**config.mk**
```make
export PLATFORM = sky130hd
export DESIGN_NAME = estagio_escrita_flags
export DESIGN_NICKNAME = d
export VERILOG_FILES = /design/src/rtl/pkg_ula.sv /design/src/rtl/fila_skid2.sv /design/src/rtl/estagio_escrita_flags.sv
export SDC_FILE = /design/constraint.sdc
export NUM_CORES = 1
export LEC_CHECK = 0
export ABC_CLOCK_PERIOD_IN_PS = 3400
export CAP_MARGIN = 20
export CELL_PAD_IN_SITES_DETAIL_PLACEMENT = 1
export CELL_PAD_IN_SITES_GLOBAL_PLACEMENT = 1
export CORE_MARGIN = 2
export CORE_UTILIZATION = 40
export CTS_BUF_LIST = sky130_fd_sc_hd__clkbuf_4 sky130_fd_sc_hd__clkbuf_8
export DETAILED_ROUTE_END_ITERATION = 8
export PLACE_DENSITY = 0.87
export SLEW_MARGIN = 20
export SYNTH_ARGS = -nofsm -noshare
export SYNTH_HDL_FRONTEND = slang
export SYNTH_SLANG_ARGS = --single-unit
```
**constraint.sdc**
```tcl
create_clock -name clk -period 3.4 [get_ports clk]
set_clock_uncertainty 0.1 [all_clocks]
set_input_delay 0.34 -clock clk [delete_from_list [all_inputs] [get_ports clk]]
set_output_delay 0.34 -clock clk [all_outputs]
set_load 0.02 [all_outputs]
```
**src/rtl/pkg_ula.sv**
```systemverilog
// Shared ULA definitions: controle opcodes, flag bit positions,
// branch condition codes and the per-opcode flag update mask.
package pkg_ula;

   localparam int unsigned bits_controle = 5;
   localparam int unsigned num_flags     = 4;
   localparam int unsigned bits_cond     = 4;

   // controle opcodes (shared with the ULA)
   localparam logic [bits_controle-1:0] ula_add    = 5'b00000;
   localparam logic [bits_controle-1:0] ula_adc    = 5'b00001;
   localparam logic [bits_controle-1:0] ula_sub    = 5'b00011;
   localparam logic [bits_controle-1:0] ula_sbb    = 5'b00100;
   localparam logic [bits_controle-1:0] ula_cmp    = 5'b00101;
   localparam logic [bits_controle-1:0] ula_neg    = 5'b00110;
   localparam logic [bits_controle-1:0] ula_shl    = 5'b01000;
   localparam logic [bits_controle-1:0] ula_shr    = 5'b01001;
   localparam logic [bits_controle-1:0] ula_pass_b = 5'b10000;
   localparam logic [bits_controle-1:0] ula_and    = 5'b10001;
   localparam logic [bits_controle-1:0] ula_const  = 5'b10011;
   localparam logic [bits_controle-1:0] ula_xor    = 5'b10101;
   localparam logic [bits_controle-1:0] ula_zero   = 5'b11111;

   // bit positions inside the {Z,C,S,O} flags vector
   localparam int unsigned flag_z = 3;
   localparam int unsigned flag_c = 2;
   localparam int unsigned flag_s = 1;
   localparam int unsigned flag_o = 0;

   // cond_sel encoding
   localparam logic [bits_cond-1:0] cond_sempre = 4'b0000;
   localparam logic [bits_cond-1:0] cond_z      = 4'b0001;
   localparam logic [bits_cond-1:0] cond_s      = 4'b0010;
   localparam logic [bits_cond-1:0] cond_c      = 4'b0011;
   localparam logic [bits_cond-1:0] cond_o      = 4'b0100;
   localparam logic [bits_cond-1:0] cond_z_ou_s = 4'b0101;
   localparam logic [bits_cond-1:0] cond_nz     = 4'b0110;
   localparam logic [bits_cond-1:0] cond_ns     = 4'b0111;
   localparam logic [bits_cond-1:0] cond_nc     = 4'b1000;
   localparam logic [bits_cond-1:0] cond_no     = 4'b1001;
   localparam logic [bits_cond-1:0] cond_nz_ns  = 4'b1010;

   // Which of {Z,C,S,O} an operation class is allowed to overwrite
   function automatic logic [num_flags-1:0] mascara_flags(input logic [bits_controle-1:0] c);
      logic [num_flags-1:0] m;
      m = 4'b0000;
      case (c)
         ula_add, ula_adc, ula_sub, ula_sbb, ula_cmp, ula_neg: m = 4'b1111;
         ula_shl, ula_shr:                                     m = 4'b1110;
         ula_pass_b, ula_const, ula_zero:                      m = 4'b0000;
         default: begin
            // remaining 1xxxx are logic ops; unlisted 0xxxx leave flags alone
            if (c[4]) m = 4'b1010;
            else      m = 4'b0000;
         end
      endcase
      return m;
   endfunction

endpackage

```
**src/rtl/fila_skid2.sv**
```systemverilog
// Generic 2-entry valid/ready skid buffer, FIFO order, with flush.
// Ports: clk, rst (sync, active high), limpa (flush),
//        ent_valido/ent_pronto/ent_dado (upstream),
//        sai_valido/sai_pronto/sai_dado (downstream, head entry).
module fila_skid2 #(
   parameter int unsigned largura = 8
) (
   input  logic               clk,
   input  logic               rst,
   input  logic               limpa,
   input  logic               ent_valido,
   output logic               ent_pronto,
   input  logic [largura-1:0] ent_dado,
   output logic               sai_valido,
   input  logic               sai_pronto,
   output logic [largura-1:0] sai_dado
);

   logic [1:0]         cont;
   logic [1:0]         cont_prox;
   logic [largura-1:0] seg;
   logic               push;
   logic               pop;

   assign push = ent_valido && ent_pronto;
   assign pop  = sai_valido && sai_pronto;

   // occupancy after this edge (flush handled in the register block)
   always_comb begin
      cont_prox = cont;
      if (push && !pop)      cont_prox = 2'(cont + 2'd1);
      else if (pop && !push) cont_prox = 2'(cont - 2'd1);
   end

   // sai_dado is the head register; seg holds the second entry
   always_ff @(posedge clk) begin
      if (rst) begin
         cont       <= '0;
         sai_dado   <= '0;
         seg        <= '0;
         sai_valido <= 1'b0;
         ent_pronto <= 1'b1;
      end else if (limpa) begin
         cont       <= '0;
         sai_valido <= 1'b0;
         ent_pronto <= 1'b1;
      end else begin
         cont       <= cont_prox;
         sai_valido <= (cont_prox != 2'd0);
         ent_pronto <= (cont_prox != 2'd2);
         if (pop) begin
            if (push)              sai_dado <= ent_dado;
            else if (cont == 2'd2) sai_dado <= seg;
         end else if (push) begin
            if (cont == 2'd0) sai_dado <= ent_dado;
            else              seg      <= ent_dado;
         end
      end
   end

endmodule

```
**src/rtl/estagio_escrita_flags.sv**
```systemverilog
// Write-back / flags stage behind the ULA: commits masked flags on accept,
// buffers {result, dest, escreve} in a 2-entry skid buffer, and evaluates
// branch conditions from the committed flags.
// Ports: clk, rst; ent_valido/ent_pronto + resultadoOp, Z/C/S/O, controle,
//        dest, escreve (from ULA); limpa (flush); wb_valido/wb_pronto,
//        wb_dado, wb_dest, wb_escreve (to register file); flags;
//        cond_sel -> cond_ok.
module estagio_escrita_flags
   import pkg_ula::*;
#(
   parameter int unsigned bits_palavra = 16,
   parameter int unsigned bits_end     = 3
) (
   input  logic                     clk,
   input  logic                     rst,
   input  logic                     ent_valido,
   output logic                     ent_pronto,
   input  logic [bits_palavra-1:0]  resultadoOp,
   input  logic                     Z,
   input  logic                     C,
   input  logic                     S,
   input  logic                     O,
   input  logic [bits_controle-1:0] controle,
   input  logic [bits_end-1:0]      dest,
   input  logic                     escreve,
   input  logic                     limpa,
   output logic                     wb_valido,
   input  logic                     wb_pronto,
   output logic [bits_palavra-1:0]  wb_dado,
   output logic [bits_end-1:0]      wb_dest,
   output logic                     wb_escreve,
   output logic [num_flags-1:0]     flags,
   input  logic [bits_cond-1:0]     cond_sel,
   output logic                     cond_ok
);

   localparam int unsigned largura = bits_palavra + bits_end + 1;

   logic                 aceita;
   logic [num_flags-1:0] mascara;
   logic [num_flags-1:0] flags_ula;
   logic [largura-1:0]   entrada;
   logic [largura-1:0]   saida;

   assign aceita    = ent_valido && ent_pronto;
   assign mascara   = mascara_flags(controle);
   assign flags_ula = {Z, C, S, O};
   assign entrada   = {resultadoOp, dest, escreve};
   assign {wb_dado, wb_dest, wb_escreve} = saida;

   fila_skid2 #(.largura(largura)) u_fila (
      .clk        (clk),
      .rst        (rst),
      .limpa      (limpa),
      .ent_valido (ent_valido),
      .ent_pronto (ent_pronto),
      .ent_dado   (entrada),
      .sai_valido (wb_valido),
      .sai_pronto (wb_pronto),
      .sai_dado   (saida)
   );

   // masked flag commit; a flushed entry never touches the flags
   always_ff @(posedge clk) begin
      if (rst)                  flags <= '0;
      else if (aceita && !limpa) flags <= (flags & ~mascara) | (flags_ula & mascara);
   end

   // branch condition from committed flags only
   always_comb begin
      cond_ok = 1'b0;
      case (cond_sel)
         cond_sempre: cond_ok = 1'b1;
         cond_z:      cond_ok = flags[flag_z];
         cond_s:      cond_ok = flags[flag_s];
         cond_c:      cond_ok = flags[flag_c];
         cond_o:      cond_ok = flags[flag_o];
         cond_z_ou_s: cond_ok = flags[flag_z] | flags[flag_s];
         cond_nz:     cond_ok = !flags[flag_z];
         cond_ns:     cond_ok = !flags[flag_s];
         cond_nc:     cond_ok = !flags[flag_c];
         cond_no:     cond_ok = !flags[flag_o];
         cond_nz_ns:  cond_ok = !(flags[flag_z] | flags[flag_s]);
         default:     cond_ok = 1'b0;
      endcase
   end

endmodule

```
# Word-level counts from Yosys, hierarchy flattened
# Cells that the tools add are included.
[totals] out_inout_bits=27 input_bits=38 reg_bits=48 wordCells=74
[op_classes] eq_ne=22 n_mux=10 add_sub_neg=2 bitwise_logic=8 n_reduce_logical=26
[ops] operator="20-bit 2-to-1 mux" count=5
[ops] operator="4-bit by 3-bit == test with 1-bit output, second input constant" count=4
[ops] operator="5-bit by 3-bit == test with 1-bit output, second input constant" count=3
[ops] operator="5-bit == test, second input constant" count=3
[ops] operator="4-bit == test, second input constant" count=3
[ops] operator="4-bit case mux with 3 select lines" count=1
[ops] operator="1-bit case mux with 11 select lines" count=1
[ops] operator="5-bit by 4-bit == test with 1-bit output, second input constant" count=2
[ops] operator="4-bit AND" count=2
[ops] operator="4-bit by 2-bit == test with 1-bit output, second input constant" count=2
[ops] operator="1-bit logical NOT" count=8
[ops] operator="4-bit AND reduction" count=2
[ops] operator="2-bit nonzero test" count=4
[ops] operator="6-bit OR reduction" count=1
[ops] operator="5-bit by 1-bit == test with 1-bit output, second input constant" count=1
[ops] operator="5-bit by 2-bit == test with 1-bit output, second input constant" count=1
[ops] operator="1-bit logical AND" count=5
[ops] operator="5-bit logical NOT" count=1
[ops] operator="4-bit by 1-bit == test with 1-bit output, second input constant" count=1
[ops] operator="4-bit logical NOT" count=1
[ops] operator="2-bit 2-to-1 mux" count=2
[ops] operator="4-bit 2-to-1 mux" count=1
[ops] operator="4-bit NOT" count=1
[ops] operator="4-bit bitwise OR" count=1
[ops] operator="9 further kinds" count=12

# Depth between registers and ports, before layout
[logic_depth] depth_word=6 ltp_mapped=7 ltp_nobuf=6

# Hierarchy
# Synthesis repeated with hierarchy kept, for this count alone.
[unflattened] hier_cells=255 area_unflattened_um2=2270.9
[by_module_without_submodules] mod="fila_skid2" area_each_um2=1873.0 instances=1 cells_per_inst=209
[by_module_without_submodules] mod="estagio_escrita_flags" area_each_um2=397.9 instances=1 cells_per_inst=46

# Worst setup path before layout
# Ideal clock, no wire load.
[synth_timing] path_kind="register to output" from="register (tool-made name)" to="output cond_ok" arrival_time_ns=1.525 path_buffers=0 path_stages_with_launch=5 path_slack_ns=1.435 cell_sequence="dfxtp_1 -> and4bb_1 -> a2111oi_4 -> o21ai_1 -> a211o_1"
[synth_lines] item="end: declaration" line_no="estagio_escrita_flags.sv:34" source="output logic cond_ok"

# Final worst setup path
[layout_timing] from="input cond_sel[1]" to="output cond_ok"
[layout_via] elab_chain_cells=2 word_cells_on_any_way=12
[layout_lines] item="start: declaration" line_no="estagio_escrita_flags.sv:33" source="input logic [bits_cond-1:0] cond_sel,"
[layout_lines] item="4-bit == test, or another cell as far along" line_no="estagio_escrita_flags.sv:72" source="case (cond_sel)"
[layout_lines] item="1-bit case mux with 11 select lines *" line_no="estagio_escrita_flags.sv:72"
# Every way passes the cells marked *; elsewhere a longest branch is shown, timed or not.

==> metrics.txt <==
# TYPE chip_impl_metric gauge
chip_impl_metric{name="max_slew.worst_pin.slew",unit="ns"} 0.8377
chip_impl_metric{name="grt_util_met3",unit=""} 0.03959
chip_impl_metric{name="design_area_final",unit="µm²"} 3050
chip_impl_metric{name="place.port_buffers",unit=""} 64
chip_impl_metric{name="power.density",unit="nW/µm²"} 399.3
chip_impl_info{name="worstSetupEndpointType",value="primary output"} 1
chip_impl_metric{name="ir_worst_vdd",unit="µV"} 248.3
chip_impl_metric{name="grt_antenna_before_repair",unit=""} 0
chip_impl_metric{name="total_power",unit="mW"} 1.218
chip_impl_metric{name="finalNetCount",unit=""} 337
chip_impl_metric{name="max_freq",unit="MHz"} 342.9
chip_impl_metric{name="finalCoreUtilization",unit=""} 0.5540
chip_impl_metric{name="slew_viol_final",unit=""} 0
chip_impl_metric{name="yosysSeqAreaShare",unit=""} 0.4197
chip_impl_metric{name="synth_fp_nets",unit=""} 279
chip_impl_metric{name="synth.cell_area",unit="µm²"} 2290
chip_impl_metric{name="fp.dieW",unit="µm"} 79.66
chip_impl_info{name="holdCritPathClass",value="register to register"} 1
chip_impl_metric{name="clkLatencyLatePin",unit="ns"} 0.29
chip_impl_metric{name="num_vias",unit=""} 1956
chip_impl_metric{name="pin_count",unit=""} 65
chip_impl_metric{name="globalRouteMet2Util",unit=""} 0.3639
chip_impl_metric{name="syn_inst",unit=""} 239
chip_impl_metric{name="placedInstanceArea",unit="µm²"} 2954
chip_impl_metric{name="placementRows",unit=""} 27
chip_impl_info{name="tritoncts_clock_tree",value="built"} 1
chip_impl_metric{name="timing.max_cap.violations",unit=""} 0
chip_impl_info{name="setup.worst_path.start_class",value="primary input"} 1
chip_impl_metric{name="drive_gt1_frac",unit=""} 0.06061
chip_impl_metric{name="layout.filler_cells",unit=""} 652
chip_impl_metric{name="drtPass1Iterations",unit=""} 4
chip_impl_metric{name="final-seq-area",unit="µm²"} 960.9
chip_impl_metric{name="worst_hold_slack",unit="ns"} 0.4033
chip_impl_metric{name="drt_iter0_markers",unit=""} 73
chip_impl_metric{name="final_min_period_over_clock_period",unit=""} 0.8577
chip_impl_metric{name="yosysUniqueCellTypes",unit=""} 41
chip_impl_metric{name="data_required_time_of_the_critical_path",unit="ns"} 2.96
chip_impl_metric{name="cts_setup_buffers",unit=""} 0
chip_impl_metric{name="grt_max_degree",unit=""} 48
chip_impl_metric{name="place.detailed.hpwl",unit="mm"} 3.935
chip_impl_metric{name="cts_hold_repair.buffers",unit=""} 0
chip_impl_metric{name="maxSlewHeadroom",unit=""} 0.4415
chip_impl_metric{name="drc",unit=""} 0
chip_impl_metric{name="grt_usage",unit=""} 0.1915
chip_impl_metric{name="cts_inserted_buffers",unit=""} 5
chip_impl_metric{name="synth_seq_cells",unit=""} 48
chip_impl_metric{name="final-hold-violation-count",unit=""} 0
chip_impl_metric{name="insertedDiodeCount",unit=""} 0
chip_impl_metric{name="routed_wirelength",unit="mm"} 5.748
chip_impl_info{name="unrepaired_setup_endpoints_after_global_routing",value="no"} 1
chip_impl_metric{name="grt_pass1_vias",unit=""} 2121
chip_impl_info{name="setup.worst_path.class",value="primary input to primary output"} 1
chip_impl_metric{name="gpl.final_weighted_congestion",unit=""} 0.8099
chip_impl_info{name="grt.busiest_layer",value="met2"} 1
chip_impl_metric{name="wire_per_inst",unit="µm"} 15.58
chip_impl_metric{name="cts_repair_resize_count",unit=""} 0
chip_impl_metric{name="globalRouteMet1Util",unit=""} 0.2154
chip_impl_info{name="clock-root-buffer",value="sky130_fd_sc_hd__clkbuf_8"} 1
chip_impl_metric{name="yosys_warnings",unit=""} 0
chip_impl_metric{name="numClockSinks",unit=""} 48
chip_impl_metric{name="setup_tns",unit="ns"} 0
chip_impl_metric{name="clkSlewWorstSetupHoldPaths",unit="ns"} 0.08
chip_impl_metric{name="cts_max_level",unit=""} 2
chip_impl_metric{name="total_leakage_power",unit="nW"} 1.349
chip_impl_metric{name="dieHeight",unit="µm"} 79.66
chip_impl_metric{name="coreArea",unit="µm²"} 5507
chip_impl_metric{name="timing.final.setup_violations",unit=""} 0
chip_impl_metric{name="syn_to_final_growth",unit="%"} 33.22
chip_impl_metric{name="globalRouteOverflowTotal",unit=""} 0
chip_impl_metric{name="drtAntennaViolNets",unit=""} 0
chip_impl_metric{name="clock_tree.buffer_depth",unit=""} 2
chip_impl_metric{name="critical_path_fanouts_max",unit=""} 10
chip_impl_metric{name="vias_per_cell",unit=""} 5.301
chip_impl_metric{name="dieArea",unit="µm²"} 6346
chip_impl_metric{name="arrival",unit="ns"} 2.48
chip_impl_info{name="outcome",value="completed"} 1
chip_impl_metric{name="wire_length_of_the_first_global_routing_pass",unit="mm"} 9.584
chip_impl_metric{name="initial_core_util",unit=""} 0.4158
chip_impl_metric{name="fin_crit",unit="ns"} 2.916
chip_impl_metric{name="multiInputGateArea",unit="µm²"} 1230
chip_impl_metric{name="synth_area_per_cell",unit="µm²"} 9.580
==> area by class of cell <==
type,count,share of cell area
clock buffers,7,0.03158
multi-input cells,170,0.4032
inverters,6,0.007383
well taps,72,0.02953
repair buffers,66,0.2133
flip-flops and latches,48,0.3150
==> cells in the mapped netlist, drive strengths merged <==
master,number,share of area
dfxtp,48,0.42
nor2,45,0.074
mux2i,44,0.19
a211oi,27,0.093
buf,8,0.025
clkbuf,7,0.011
nand2b,7,0.019
inv,6,0.0098
nand2,5,0.0093
o21ai,4,0.0087
a21oi,3,0.0066
a221oi,3,0.011
and2,3,0.0093
nand3,3,0.0066
nor3,3,0.0066
a21o,2,0.0066
ha,2,0.011
nor2b,2,0.0055
a2111oi,1,0.012
a211o,1,0.0038
and3,1,0.0027
and3b,1,0.0038
and4bb,1,0.0055
maj3,1,0.0049
nand3b,1,0.0033
nand4,1,0.0027
nand4b,1,0.0038
nand4bb,1,0.0049
o211ai,1,0.0033
o21bai,1,0.0033
o311ai,1,0.0071
or2,1,0.0027
or3,1,0.0027
or3b,1,0.0038
xnor2,1,0.0038
==> kinds of logic after synthesis <==
| kind of cell | count (synthesis) | synth area share |
|---|---|---|
| xor+xnor | 1 | 0.003826 |
| fa+ha+maj | 3 | 0.01584 |
| compound gates | 44 | 0.1557 |
| simple gates | 78 | 0.1661 |
| flops | 48 | 0.4197 |
| mux | 44 | 0.1923 |
| buf+inv | 21 | 0.04645 |
==> cells in the final DEF, fill, tap and decap left out, drive strengths merged, types with 2 or more instances in the layout <==
cell type | Yosys | layout
nand3 | 3 | 3
buf | 8 | 3
nor3 | 3 | 3
ha | 2 | 2
clkbuf | 7 | 7
o21ai | 4 | 4
mux2i | 44 | 44
nor2b | 2 | 2
inv | 6 | 6
dfxtp | 48 | 48
nor2 | 45 | 45
nand2 | 5 | 5
a21oi | 3 | 3
and2 | 3 | 3
a221oi | 3 | 3
a21o | 2 | 2
nand2b | 7 | 7
a211oi | 27 | 27
clkdlybuf4s50 | 0 | 63
==> metal layers <==
metal  share of wire  vias up
met5               0        -
met1            0.43      938
met2            0.52       42
met3           0.038        4
met4          0.0077        0
li1                -      972
==> state kept, by name, summed over array words and instances (netlist names), named ones only <==
| register | flops |
|---|---|
| u_fila.sai_valido | 1 |
| u_fila.sai_dado | 20 |
| u_fila.ent_pronto | 1 |
| u_fila.cont | 2 |
| u_fila.seg | 20 |
==> worst paths after layout <==
kind	start	endpoint	slack (ns)	depth (start not counted)
worst max register to register	u_fila.cont[0]	u_fila.sai_dado[3]	1.30	7
worst min register to register	u_fila.sai_dado[19]	u_fila.sai_dado[19]	0.40	2
worst max-delay path	cond_sel[1]	cond_ok	0.48	6
worst min-delay path	u_fila.sai_dado[19]	u_fila.sai_dado[19]	0.40	2
==> through the flow <==
stage | instances | worst slack, ns
after global routing | 369 | 0.3345
after detailed placement | 362 | 0.5009
after global placement | 362 | 0.5271
after floorplan | 239 | 1.435
final | 369 | 0.4840
after CTS | 369 | 0.4905
==> critical path: stages <==
cell and delay, ns:
sky130_fd_sc_hd__clkdlybuf4s50_1 0.55, sky130_fd_sc_hd__and4bb_1 0.30, sky130_fd_sc_hd__a2111oi_4 0.35, sky130_fd_sc_hd__o21ai_1 0.09, sky130_fd_sc_hd__a211o_1 0.30, sky130_fd_sc_hd__clkdlybuf4s50_1 0.53
==> where the power goes <==
group | internal, mW | total [mW] | switching [mW] | leakage (nW)
combinational | 0.124 | 0.247 | 0.123 | 0.907
sequential | 0.589 | 0.606 | 0.0174 | 0.391
clock | 0.181 | 0.365 | 0.183 | 0.0503
total | 0.894 | 1.22 | 0.324 | 1.35
Power figures use the tool's default switching activity.
